==> config.mk <==
export PLATFORM = sky130hd
export DESIGN_NAME = id_ex_stage
export DESIGN_NICKNAME = d
export VERILOG_FILES = /design/src/rtl/riscv_pkg.sv /design/src/rtl/id_ex_stage_operand_bypass.sv /design/src/rtl/id_ex_stage.sv
export SDC_FILE = /design/constraint.sdc
export NUM_CORES = 1
export LEC_CHECK = 0
export BUFFER_PORTS_ARGS = -buffer_cell sky130_fd_sc_hd__buf_2
export CAP_MARGIN = 30
export CORE_AREA = 2 2 155 157
export DETAILED_ROUTE_END_ITERATION = 10
export DIE_AREA = 0 0 157 159
export HOLD_SLACK_MARGIN = 0.1
export PLACE_DENSITY = 0.72
export SYNTH_ARGS = -nofsm -noshare
export SYNTH_HDL_FRONTEND = slang
export SYNTH_SLANG_ARGS = --single-unit
==> constraint.sdc <==
create_clock -name clk -period 4.2 [get_ports clk]
set_clock_uncertainty 0.1 [all_clocks]
set_input_delay 0.84 -clock clk [delete_from_list [all_inputs] [get_ports clk]]
set_output_delay 0.84 -clock clk [all_outputs]
set_load 0.05 [all_outputs]
==> src/rtl/riscv_pkg.sv <==
// Shared widths, types and helpers for the decode/execute pipeline slice.
package riscv_pkg;

    localparam int XLEN       = 32;
    localparam int REG_ADDR_W = 5;
    localparam int CTRL_W     = 16;

    typedef logic [XLEN-1:0]       xlen_t;
    typedef logic [REG_ADDR_W-1:0] reg_addr_t;
    typedef logic [CTRL_W-1:0]     ctrl_t;

    localparam reg_addr_t X0 = 5'd0;

    // x0 is hard-wired to zero, so a write to it never forwards anywhere.
    function automatic logic wb_hit(input logic we, input reg_addr_t wr, input reg_addr_t src);
        return we && (wr != X0) && (wr == src);
    endfunction

endpackage

==> src/rtl/id_ex_stage_operand_bypass.sv <==
// Operand selection for one source: forces x0 to zero and forwards a same-cycle writeback.
module operand_bypass
    import riscv_pkg::*;
(
    input  reg_addr_t src_addr_i,
    input  xlen_t     rf_data_i,
    input  logic      wb_we_i,
    input  reg_addr_t wb_rd_i,
    input  xlen_t     wb_wd_i,
    output xlen_t     value_o
);

    // The register file does not force x0 and reads the pre-write value, so fix both here.
    always_comb begin
        value_o = {XLEN{1'b0}};
        if (src_addr_i == X0) begin
            value_o = {XLEN{1'b0}};
        end else if (wb_hit(wb_we_i, wb_rd_i, src_addr_i)) begin
            value_o = wb_wd_i;
        end else begin
            value_o = rf_data_i;
        end
    end

endmodule

==> src/rtl/id_ex_stage.sv <==
// Decode-to-execute pipeline register with writeback bypass, stall-time operand refresh,
// flush and a saturating stall counter.
module id_ex_stage
    import riscv_pkg::*;
#(
    parameter int CNT_W = 32
) (
    input  logic             clk,
    input  logic             rst,
    input  logic             id_valid,
    output logic             id_ready,
    input  logic [XLEN-1:0]  id_pc,
    input  logic [4:0]       id_rs1,
    input  logic [4:0]       id_rs2,
    input  logic [4:0]       id_rd,
    input  logic [XLEN-1:0]  id_imm,
    input  logic [CTRL_W-1:0] id_ctrl,
    input  logic [XLEN-1:0]  rf_rd1,
    input  logic [XLEN-1:0]  rf_rd2,
    input  logic             wb_we,
    input  logic [4:0]       wb_rd,
    input  logic [XLEN-1:0]  wb_wd,
    input  logic             flush,
    output logic             ex_valid,
    input  logic             ex_ready,
    output logic [XLEN-1:0]  ex_pc,
    output logic [4:0]       ex_rs1,
    output logic [4:0]       ex_rs2,
    output logic [4:0]       ex_rd,
    output logic [XLEN-1:0]  ex_rs1_val,
    output logic [XLEN-1:0]  ex_rs2_val,
    output logic [XLEN-1:0]  ex_imm,
    output logic [CTRL_W-1:0] ex_ctrl,
    output logic [CNT_W-1:0] stall_cnt
);

    logic      ex_valid_q, ex_valid_d;
    xlen_t     ex_pc_q, ex_pc_d;
    reg_addr_t ex_rs1_q, ex_rs1_d;
    reg_addr_t ex_rs2_q, ex_rs2_d;
    reg_addr_t ex_rd_q, ex_rd_d;
    xlen_t     ex_rs1_val_q, ex_rs1_val_d;
    xlen_t     ex_rs2_val_q, ex_rs2_val_d;
    xlen_t     ex_imm_q, ex_imm_d;
    ctrl_t     ex_ctrl_q, ex_ctrl_d;
    logic [CNT_W-1:0] stall_cnt_q, stall_cnt_d;

    xlen_t op1_s, op2_s;
    logic  load_s, stall_s;

    operand_bypass u_bypass_rs1 (
        .src_addr_i (id_rs1),
        .rf_data_i  (rf_rd1),
        .wb_we_i    (wb_we),
        .wb_rd_i    (wb_rd),
        .wb_wd_i    (wb_wd),
        .value_o    (op1_s)
    );

    operand_bypass u_bypass_rs2 (
        .src_addr_i (id_rs2),
        .rf_data_i  (rf_rd2),
        .wb_we_i    (wb_we),
        .wb_rd_i    (wb_rd),
        .wb_wd_i    (wb_wd),
        .value_o    (op2_s)
    );

    assign id_ready = !ex_valid_q || ex_ready;
    assign load_s   = id_valid && id_ready && !flush;
    assign stall_s  = ex_valid_q && !ex_ready && !flush;

    // Slot next-state: flush beats load, load beats drain, a stalled slot tracks writebacks.
    always_comb begin
        ex_valid_d   = ex_valid_q;
        ex_pc_d      = ex_pc_q;
        ex_rs1_d     = ex_rs1_q;
        ex_rs2_d     = ex_rs2_q;
        ex_rd_d      = ex_rd_q;
        ex_rs1_val_d = ex_rs1_val_q;
        ex_rs2_val_d = ex_rs2_val_q;
        ex_imm_d     = ex_imm_q;
        ex_ctrl_d    = ex_ctrl_q;
        if (flush) begin
            ex_valid_d = 1'b0;
        end else if (load_s) begin
            ex_valid_d   = 1'b1;
            ex_pc_d      = id_pc;
            ex_rs1_d     = id_rs1;
            ex_rs2_d     = id_rs2;
            ex_rd_d      = id_rd;
            ex_rs1_val_d = op1_s;
            ex_rs2_val_d = op2_s;
            ex_imm_d     = id_imm;
            ex_ctrl_d    = id_ctrl;
        end else if (ex_valid_q && ex_ready) begin
            ex_valid_d = 1'b0;
        end else if (ex_valid_q) begin
            if (wb_hit(wb_we, wb_rd, ex_rs1_q)) begin
                ex_rs1_val_d = wb_wd;
            end else begin
                ex_rs1_val_d = ex_rs1_val_q;
            end
            if (wb_hit(wb_we, wb_rd, ex_rs2_q)) begin
                ex_rs2_val_d = wb_wd;
            end else begin
                ex_rs2_val_d = ex_rs2_val_q;
            end
        end else begin
            ex_valid_d = ex_valid_q;
        end
    end

    // Stall counter sticks at all-ones rather than wrapping.
    always_comb begin
        stall_cnt_d = stall_cnt_q;
        if (stall_s && (stall_cnt_q != {CNT_W{1'b1}})) begin
            stall_cnt_d = stall_cnt_q + {{(CNT_W-1){1'b0}}, 1'b1};
        end else begin
            stall_cnt_d = stall_cnt_q;
        end
    end

    // State registers.
    always_ff @(posedge clk or negedge rst) begin
        if (!rst) begin
            ex_valid_q   <= 1'b0;
            ex_pc_q      <= {XLEN{1'b0}};
            ex_rs1_q     <= 5'd0;
            ex_rs2_q     <= 5'd0;
            ex_rd_q      <= 5'd0;
            ex_rs1_val_q <= {XLEN{1'b0}};
            ex_rs2_val_q <= {XLEN{1'b0}};
            ex_imm_q     <= {XLEN{1'b0}};
            ex_ctrl_q    <= {CTRL_W{1'b0}};
            stall_cnt_q  <= {CNT_W{1'b0}};
        end else begin
            ex_valid_q   <= ex_valid_d;
            ex_pc_q      <= ex_pc_d;
            ex_rs1_q     <= ex_rs1_d;
            ex_rs2_q     <= ex_rs2_d;
            ex_rd_q      <= ex_rd_d;
            ex_rs1_val_q <= ex_rs1_val_d;
            ex_rs2_val_q <= ex_rs2_val_d;
            ex_imm_q     <= ex_imm_d;
            ex_ctrl_q    <= ex_ctrl_d;
            stall_cnt_q  <= stall_cnt_d;
        end
    end

    assign ex_valid   = ex_valid_q;
    assign ex_pc      = ex_pc_q;
    assign ex_rs1     = ex_rs1_q;
    assign ex_rs2     = ex_rs2_q;
    assign ex_rd      = ex_rd_q;
    assign ex_rs1_val = ex_rs1_val_q;
    assign ex_rs2_val = ex_rs2_val_q;
    assign ex_imm     = ex_imm_q;
    assign ex_ctrl    = ex_ctrl_q;
    assign stall_cnt  = stall_cnt_q;

endmodule

### After elaboration in Yosys (flattened, before gate mapping)

Index checks and enable logic that the tools add are counted.

| storage, ports and cells | value |
|---|---|
| bits in registers | 192 |
| input port bits | 202 |
| output and inout bits | 193 |

| cells by class | value |
|---|---|
| $add $sub $neg | 1 |
| eq/ne operators | 6 |
| multiplexer cells | 15 |
| bitwise operators | 1 |
| reductions and logical operators | 25 |

Operators by type and width:

| cell | count |
|---|---|
| 32-bit 2-to-1 mux | 12 |
| 32-bit by 1-bit adder with 32-bit output, second input constant | 1 |
| 32-bit inequality test, second input constant | 1 |
| 5-bit equality test | 4 |
| 1-bit logical AND | 11 |
| 5-bit zero test | 2 |
| 4-bit AND reduction | 2 |
| 2-bit nonzero test | 3 |
| 5-bit nonzero test | 1 |
| 1-bit zero test | 3 |
| 1-bit 2-to-1 mux | 3 |
| 3-bit nonzero test | 1 |
| 2-bit inequality test, second input constant | 1 |
| 2-bit AND reduction | 1 |
| 1-bit logical OR | 1 |
| 1-bit NOT | 1 |

### Logic depth before layout (Yosys ltp)

Gate-level depths: netlist of run 1.

| logic depth | value |
|---|---|
| depth after elaboration | 7 |
| gate-level depth with buffers | 8 |
| mapped depth without buffers | 6 |

### Modules after synthesis

Synthesis of run 1 repeated with hierarchy kept, for this count alone.

| second synthesis, totals | value |
|---|---|
| cells, all modules | 915 |
| area total of the unflattened synthesis | 9781.9 µm² |

By module, submodules not included:

| module | instances | cells an instance | area each (µm²) | sequential area each (µm²) |
|---|---|---|---|---|
| id_ex_stage | 1 | 687 | 8333.0 | 4804.6 |
| operand_bypass | 2 | 114 | 724.4 | 0.0 |

### Worst setup path after synthesis of run 1

No wires, ideal clock.

| path | value |
|---|---|
| kind | input-to-reg |
| start point | input ex_ready |
| end point | register ex_rs2_val_q[10] (netlist: ex_rs2_val[10]) |
| setup time | 125 ps |
| arrival | 2719 ps |
| required time | 3975 ps |
| path slack | 1256 ps |
| cell stages on the path | 7 |
| path through | nand2b_1 > clkbuf_1 > nor3b_2 > o21ai_2 > buf_2 > a32o_1 > mux2_4 |

| between the ends | value |
|---|---|
| longest elaborated chain between the ends | 5 |

RTL lines:

| element | RTL line | RTL |
|---|---|---|
| start: declaration | id_ex_stage.sv:25 | `input logic ex_ready,` |
| 1-bit logical OR * | id_ex_stage.sv:69 | `assign id_ready = !ex_valid_q \|\| ex_ready;` |
| named net id_ready | id_ex_stage.sv:11 | `output logic id_ready,` |
| 1-bit logical AND * (2 in series) | id_ex_stage.sv:70 | `assign load_s = id_valid && id_ready && !flush;` |
| 2-bit inequality test (no line) / 2-bit nonzero test (equally long branches) | -- |  |
| 4-bit AND reduction (no line) | -- |  |
| end signal: assignment | id_ex_stage.sv:133 | `ex_rs2_val_q <= {XLEN{1'b0}};` |
| end signal: assignment | id_ex_stage.sv:144 | `ex_rs2_val_q <= ex_rs2_val_d;` |
| end: declaration | id_ex_stage.sv:43 | `xlen_t ex_rs2_val_q, ex_rs2_val_d;` |

Mark *: on every way through the listed nets, which the timed path passes. The rest lies on a longest branch.
A chain may end at the register's enable or synchronous reset.

### Worst setup path after layout of run 1

| path | value |
|---|---|
| start point | input flush |
| end point | register ex_rs1_val_q[4] (netlist: ex_rs1_val[4]) |

| between the ends | value |
|---|---|
| longest elaborated chain between the ends | 4 |

RTL lines:

| element | RTL line | RTL |
|---|---|---|
| start: declaration | id_ex_stage.sv:23 | `input logic flush,` |
| 1-bit zero test | id_ex_stage.sv:70 |  |
| 1-bit logical AND | id_ex_stage.sv:70 |  |
| 2-bit inequality test (no line) / 2-bit nonzero test (equally long branches) | -- |  |
| 4-bit AND reduction (no line) | -- |  |
| end signal: assignment | id_ex_stage.sv:132 | `ex_rs1_val_q <= {XLEN{1'b0}};` |
| end signal: assignment | id_ex_stage.sv:143 | `ex_rs1_val_q <= ex_rs1_val_d;` |
| end: declaration | id_ex_stage.sv:42 | `xlen_t ex_rs1_val_q, ex_rs1_val_d;` |

Several ways; a longest one is shown, not always the timed one.

==> results.md, run 1 <==
- Peak supply drop: 0.289 mV
- Asr flop ratio synth: 100%
- Synth warn: 0
- Final Wtd Congestion: 0.855
- CP endpoint kind: flip-flop
- Final setup viols: 0
- Fin. max-slew vios: 0
- Vias in the first global route: 7611
- #FFs+latches synth: 192
- Yosys top cell by area: dfrtp_1
- Setup WS pre-CTS: 1.10 ns
- DP Wirelength: 19500 um
- First-pass GRT wire length: 41600 um
- Outcome: finished, final reports clean
- Synth Cell Area: 0.00859 mm^2
- Final ANT Viol Nets: 0
- EDFF count, synth: 0
- Synth top area share: 55.9%
- I/O pin total: 395
- Max Fanout on Critical Path: 30
- Crit path from: flush
- Clock tree buffer depth: 2
- Congestion Overflow GR: 0
- Req. time, crit path: 4.45 ns
- Setup bufs post-CTS: 0
- Crit path kind: in2reg
- Synth top cells by count: nand2_1, dfrtp_1, nand3_1, nor2_1, a31oi_1
- H-tree depth: 4
- Latest clock arrival within the worst-skew pair: 0.43 ns
- Worst-Margin Slew: 0.985 ns
- 1st-iter DRT viols: 484
- Cells after Synth: 882
- Fmax: 369 MHz
- Starting Density: 37.0%
- Port bufs: 394
- Final Cycle Share: 64.6%
- Hold slack: 0.348 ns
- P_leak: 6.07 nW
- TritonCTS clock tree: done
- PostCTS Resize Cnt: 0
- Slew HR: 34.3%
- DR WL/cell: 16.9 um
- Most frequent cell after synthesis: nand2_1
- Area Overhead vs Synth: 32.9%
- Pwr Total: 0.00583 W
- Worst hold path class: in2async
- Sequential area share after synthesis: 55.9%
- Via-per-instance ratio: 4.90
- # hold bufs at CTS: 0
- Drt pass-1 iters: 5
- Netlist cell types: 43
- Worst Setup Slack, final: 1.49 ns
- Clock root buffer: clkbuf_16
- RSZ-0062 raised after global routing: false
- Final min period: 2.71 ns
- Die ar.: 0.0250 mm^2
- Die width: 157 um
- Via count: 7759
- Die height: 159 um
- Syn_area_per_cell: 9.74 um^2
- Initial antenna violation count: 6
- DRC errors left: 0
- Max-cap violations: 0
- Fill count: 2187
- Hold Fails Final Rpt: 0
- Syn Nets: 1085
- Arrival time worst endpoint: 2.96 ns
- Crit path launch type: input pin
- Power Dens Cells: 511 mW/mm^2
- Final wirelength: 26800 um
- FF-to-FF Start: ex_valid
- Total track usage: 21.3%
- Clock-pin transition on the worst setup and hold timing paths: 0.08 ns
- Largest net degree at the start of global routing: 96
- Num CTS Buffers: 17
- Ranking of synthesized cells by area: dfrtp_1, nand2_1, mux2_4, a32o_1, xnor2_1
- Synth Flop Type: dfrtp_1
- Clock sink total: 192
- Core Area: 0.0232 mm^2
- Reg2Reg Setup Slack: 1.66 ns
- Setup TNS: 0 ns
- FP Rows: 56
- Layout cells sized above 1: 38.2%
- Nets: 1453
==> layer usage <==
| metal | global-route usage (%) | part of all wire, % | vias to the layer above |
|---|---|---|---|
| met2 | 34.4 | 48 | 335 |
| met1 | 27.1 | 41 | 3675 |
| met5 | 0 | 0.15 | - |
| met4 | 7.42 | 2.8 | 6 |
| met3 | 6.42 | 7.8 | 48 |
| li1 | - | - | 3695 |
==> kinds of logic (layout without fill, tap and decap cells) <==
kind of cell | count (synthesis) | after routing | share of synthesized area [%]
compound gates | 82 | 82 | 7.56
xor+xnor | 47 | 47 | 4.79
fa+ha+maj | 1 | 1 | 0.146
buf+inv | 57 | 438 | 3.16
flops | 192 | 192 | 55.9
mux | 34 | 34 | 5.77
other cells | 0 | 3 | 0
simple gates | 469 | 469 | 22.7
==> report_power, final <==
group          total (W)  internal (W)  leakage (nW)  switching, W
clock            0.00163      0.000812         0.286      0.000816
sequential       0.00229       0.00212          2.37      0.000172
combinational    0.00192      0.000493          3.41       0.00143
==> layout by cell type, fill, tap and decap left out, types with 2 or more instances in the layout <==
cell type,instances
o211ai_1,2
mux2_2,4
nor2_1,46
or2_2,2
and3_1,9
o21a_1,2
a32o_1,32
clkinv_4,3
inv_6,2
a31oi_1,34
clkbuf_16,17
inv_8,5
clkbuf_8,2
nand4_1,9
nor4_1,3
xnor2_1,28
buf_4,10
nand3_1,48
clkinv_8,2
a21oi_1,4
o21ai_2,2
nand2_1,331
xor2_1,19
dfrtp_1,192
diode_2,3
nor3_1,8
mux2_4,30
or3_1,2
buf_2,393
==> critical path: stages <==
cell and delay, ns:
buf_2 0.15, or3b_2 0.49, nor4_1 0.46, a41o_2 0.44, buf_4 0.34, nor2_1 0.08, a31oi_1 0.15
==> area by class of cell <==
type                    count  area (um^2)  area share (%)
repair buffers            405         2080            18.2
flip-flops and latches    192         4800            42.1
clock inverters            14          145            1.27
well taps                 319          399            3.50
diodes                      3         7.51          0.0657
clock buffers              18          439            3.85
inverters                   1         3.75          0.0329
multi-input cells         633         3540            31.0
==> state kept, by name (all words and copies together), names as in the netlist <==
name and count:
ex_rs1_val 32, ex_ctrl 16, ex_rd 5, ex_rs1 5
stall_cnt 32, ex_rs2 5, ex_imm 32, ex_valid 1
ex_rs2_val 32, ex_pc 32
==> per-stage QoR <==
| stage | std cells | area [um^2] | utilization, % |
|---|---|---|---|
| detailed placement | 1550 | 10800 | 46.7 |
| floorplan | 882 | 8590 | - |
| CTS | 1582 | 11400 | 49.2 |
| global route | 1583 | 11400 | 49.2 |
| global placement | 1550 | 10800 | 46.7 |
| finish | 1585 | 11400 | 49.2 |
==> path summary, 6_finish.rpt <==
check / cells after the start / to
min in group clk: 2 / ex_pc[10]
max: 7 / ex_rs1_val[4]
min: 1 / ex_ctrl[13]
max in group asynchronous: 2 / ex_rs1_val[9]
max reg2reg: 6 / ex_rs1_val[4]
min reg2reg: 2 / ex_pc[10]
(Power assumes the default switching activity.)
==> inputs of run 2 (changes only) <==
ABC_AREA = 1   (was not set)
CORE_AREA = not set   (was 2 2 155 157)
CORE_ASPECT_RATIO = 0.5   (was not set)
CORE_UTILIZATION = 50   (was not set)
DIE_AREA = not set   (was 0 0 157 159)
PLACE_DENSITY = 0.87   (was 0.72)
clock period = 2.5 ns   (was 4.2 ns; I/O delays follow)
==> run 2 against run 1 <==
  * Non-clock buffer count up 9
  * Register-to-register slack worse by 1.4 ns
  * Final area increased by 15%
  * Combinational power is 94% higher
  * Critical path depth grew 4
  * Sequential cell count unchanged
  * Clock power rose by 61%
  * First-iteration DRC count grew 90%
  * Routed wire length rose by 21%
==> results.md, run 2 <==
- Cell area after layout: 0.0132 mm^2
- Post-synthesis mux area share: 0%
- Synth top area share: 46.3%
- CP cell instances: ha_1, nand3_2, inv_2, nand2_4, nor2_8, nand2_4, nand2_8, inv_4, buf_4, nand2_1, o21ai_2
- Most common cell on crit path: nand2_4
- Crit path kind: reg2reg
- #FFs+latches synth: 192
- Ranking of synthesized cells by area: dfrtp_1, nand2_1, nor2_1, inv_1, xor2_1
- Initial antenna violation count: 9
- Req. time, crit path: 2.73 ns
- Compound-Gate Fraction of Synth Area: 1.92%
- Clock tree buffer depth: 2
- Peak supply drop: 0.540 mV
- Synth top cells by count: nand2_1, dfrtp_1, nor2_1, inv_1, buf_2
- Switching part of the total: 44.2%
- Sequential area share after synthesis: 46.3%
- Die width: 206 um
- Final min period: 2.23 ns
- Crit path from: stall_cnt[0]
- Largest family of logic cells by synthesized area: simple AND/OR/NAND/NOR gates
- Asr flop ratio synth: 100%
- Fin. max-slew vios: 0
- Placement Cell Area: 0.0126 mm^2
- Clock root buffer: clkbuf_16
- FF-to-FF Start: stall_cnt[0]
- Synth Area in Simple Gates: 41.9%
- P_leak: 8.10 nW
- Final ANT Viol Nets: 0
- Latest clock arrival within the worst-skew pair: 0.45 ns
- Commonest non-fill, non-tap cells in the layout: nand2_1, buf_2, dfrtp_1
- Most frequent cell after synthesis: nand2_1
- Via count: 10700
- Port bufs: 394
- Core Area: 0.0199 mm^2
- Placed Cells incl. Taps: 2129
- DP Wirelength: 23800 um
- Worst-Margin Slew: 0.597 ns
- Vias in the first global route: 9849
- Synth warn: 0
- Clock-pin transition on the worst setup and hold timing paths: 0.08 ns
- Setup TNS: 0 ns
- Outcome: finished, final reports clean
- Psw: 0.00456 W
- RSZ-0062 raised after global routing: false
- Crit path launch type: flip-flop
- Xor-xnor portion of the synthesized cell area: 1.86%
- Synth Flop Type: dfrtp_1
- Worst hold path class: in2reg
- Met3 Use GR: 7.90%
- Cells after Synth: 1511
- Yosys top cell by area: dfrtp_1
- Die height: 104 um
- Commonest non-fill, non-tap cell in the layout: nand2_1
- Largest net degree at the start of global routing: 134
- Congestion Overflow GR: 0
- Global route hottest layer: met2
- Final setup viols: 0
- Final wirelength: 32400 um
- Via-per-instance ratio: 4.94
- Slew HR: 60.2%
- Fmax: 448 MHz
- Max-cap violations: 0
- Synth Cell Area: 0.0104 mm^2
- Arrival time worst endpoint: 2.46 ns
- Post-route insts no fill: 2170
- Clock sink total: 192
- Nets: 2086
- Pwr Total: 0.0103 W
- Drt pass-1 iters: 6
- Power Dens Cells: 783 mW/mm^2
- Netlist cell types: 34
- Sequential Power Share: 38.4%
- Hold Fails Final Rpt: 0
- # hold bufs at CTS: 1
- PostCTS Resize Cnt: 0
- DRC errors left: 0
- I/O pin total: 395
- Area Overhead vs Synth: 27.1%
- Clk pwr share: 25.5%
- HP Start: id_imm[25]
- 1st-iter DRT viols: 918
- Met2 Use GR: 49.7%
- Die ar.: 0.0213 mm^2
- Internal power: 0.00575 W
- Starting Density: 52.2%
- Syn_area_per_cell: 6.86 um^2
- Met1 Usage GRT: 39.2%
- Setup bufs post-CTS: 0
- Num CTS Buffers: 17
- FP Rows: 36
- Syn Nets: 1714
- Combinational share of power: 36.1%
- Final Wtd Congestion: 0.996
- Layout cells sized above 1: 26.7%
- First-pass GRT wire length: 51000 um
- Total track usage: 30.9%
- EDFF count, synth: 0
- H-tree depth: 4
- Slowest-stage cell, CP: dfrtp_1
- Max Fanout on Critical Path: 23
- DR WL/cell: 14.9 um
- Synth Area in Adders: 0.121%
- CP endpoint kind: flip-flop
- TritonCTS clock tree: done
- Final Cycle Share: 89.2%
- Crit path largest cell delay: 0.45 ns
-- run 2: changes by cell type after synthesis, sizes merged, moves of 24 or more --
cell   change
nand2    +532
nor2     +128
inv      +118
a31oi     -34
mux2      -34
a32o      -32
nand3     -30
o21ai     +27
xnor2     -24
-- run 2: final cells by class --
type | instances | area, um^2
fill | 1733 | 6690
sequential | 192 | 4800
multi-input combinational | 1139 | 4760
timing repair buffer | 414 | 2260
inverter | 119 | 449
clock buffer | 18 | 429
tap | 266 | 333
clock inverter | 13 | 124
antenna | 9 | 22.5
-- run 2: worst max-delay path, delay by kind of cell, from the launching register on --
kind,cells,cell delay (ns)
AO/OA/AOI/OAI,1,0.05
adder cells (fa/ha/maj),1,0.31
buffers and inverters,3,0.48
flip-flops,1,0.45
AND/OR/NAND/NOR,6,0.70
-- run 2: kinds of logic (layout without fill, tap and decap cells) --
group / Yosys count / count (layout)
AOI/OAI and AO/OA: 30 / 30
and+or+nand+nor: 1086 / 1086
xor gates and xnor gates: 22 / 22
other: 0 / 9
buffers and inverters: 180 / 564
adders and majority gates: 1 / 1
DFF: 192 / 192
-- run 2: worst paths after layout --
kind                       slack, ns  cells after the start        endpoint
setup / recovery                0.27                     11   stall_cnt[31]
hold reg to reg                 0.38                      2  ex_rs1_val[12]
max in group asynchronous       1.05                      3        ex_pc[3]
setup reg to reg                0.27                     11   stall_cnt[31]
hold / removal                  0.14                      3      ex_imm[25]
min in group asynchronous       0.51                      2    stall_cnt[9]
-- run 2: per-layer routing --
metal,vias up,wire [um]
li1,5238,-
met1,4954,13300
met3,93,2310
met2,441,15500
met5,-,0
met4,0,1270
-- run 2: through the flow --
| stage | utilization [%] | worst slack (ns) | hold slack (ns) |
|---|---|---|---|
| final | 66.3 | 0.269 | 0.139 |
| after global routing | 66.3 | 0.108 | 0.128 |
| after CTS | 66.2 | 0.283 | 0.128 |
| after detailed placement | 63.4 | 0.340 | 0.359 |
| after global placement | 63.4 | 0.375 | 0.357 |
| after floorplan | - | 0.376 | 0.104 |
-- run 2: power by group through the flow --
stage / registers (W) / clock network, W / logic [W]
2_1_floorplan: 0.00568 / 0 / 0.000905
3_3_place_gp: 0.00399 / 0 / 0.00367
3_5_place_dp: 0.00399 / 0 / 0.00373
4_1_cts: 0.00396 / 0.00267 / 0.00373
5_1_grt: 0.00402 / 0.00281 / 0.00396
6_report: 0.00397 / 0.00263 / 0.00372
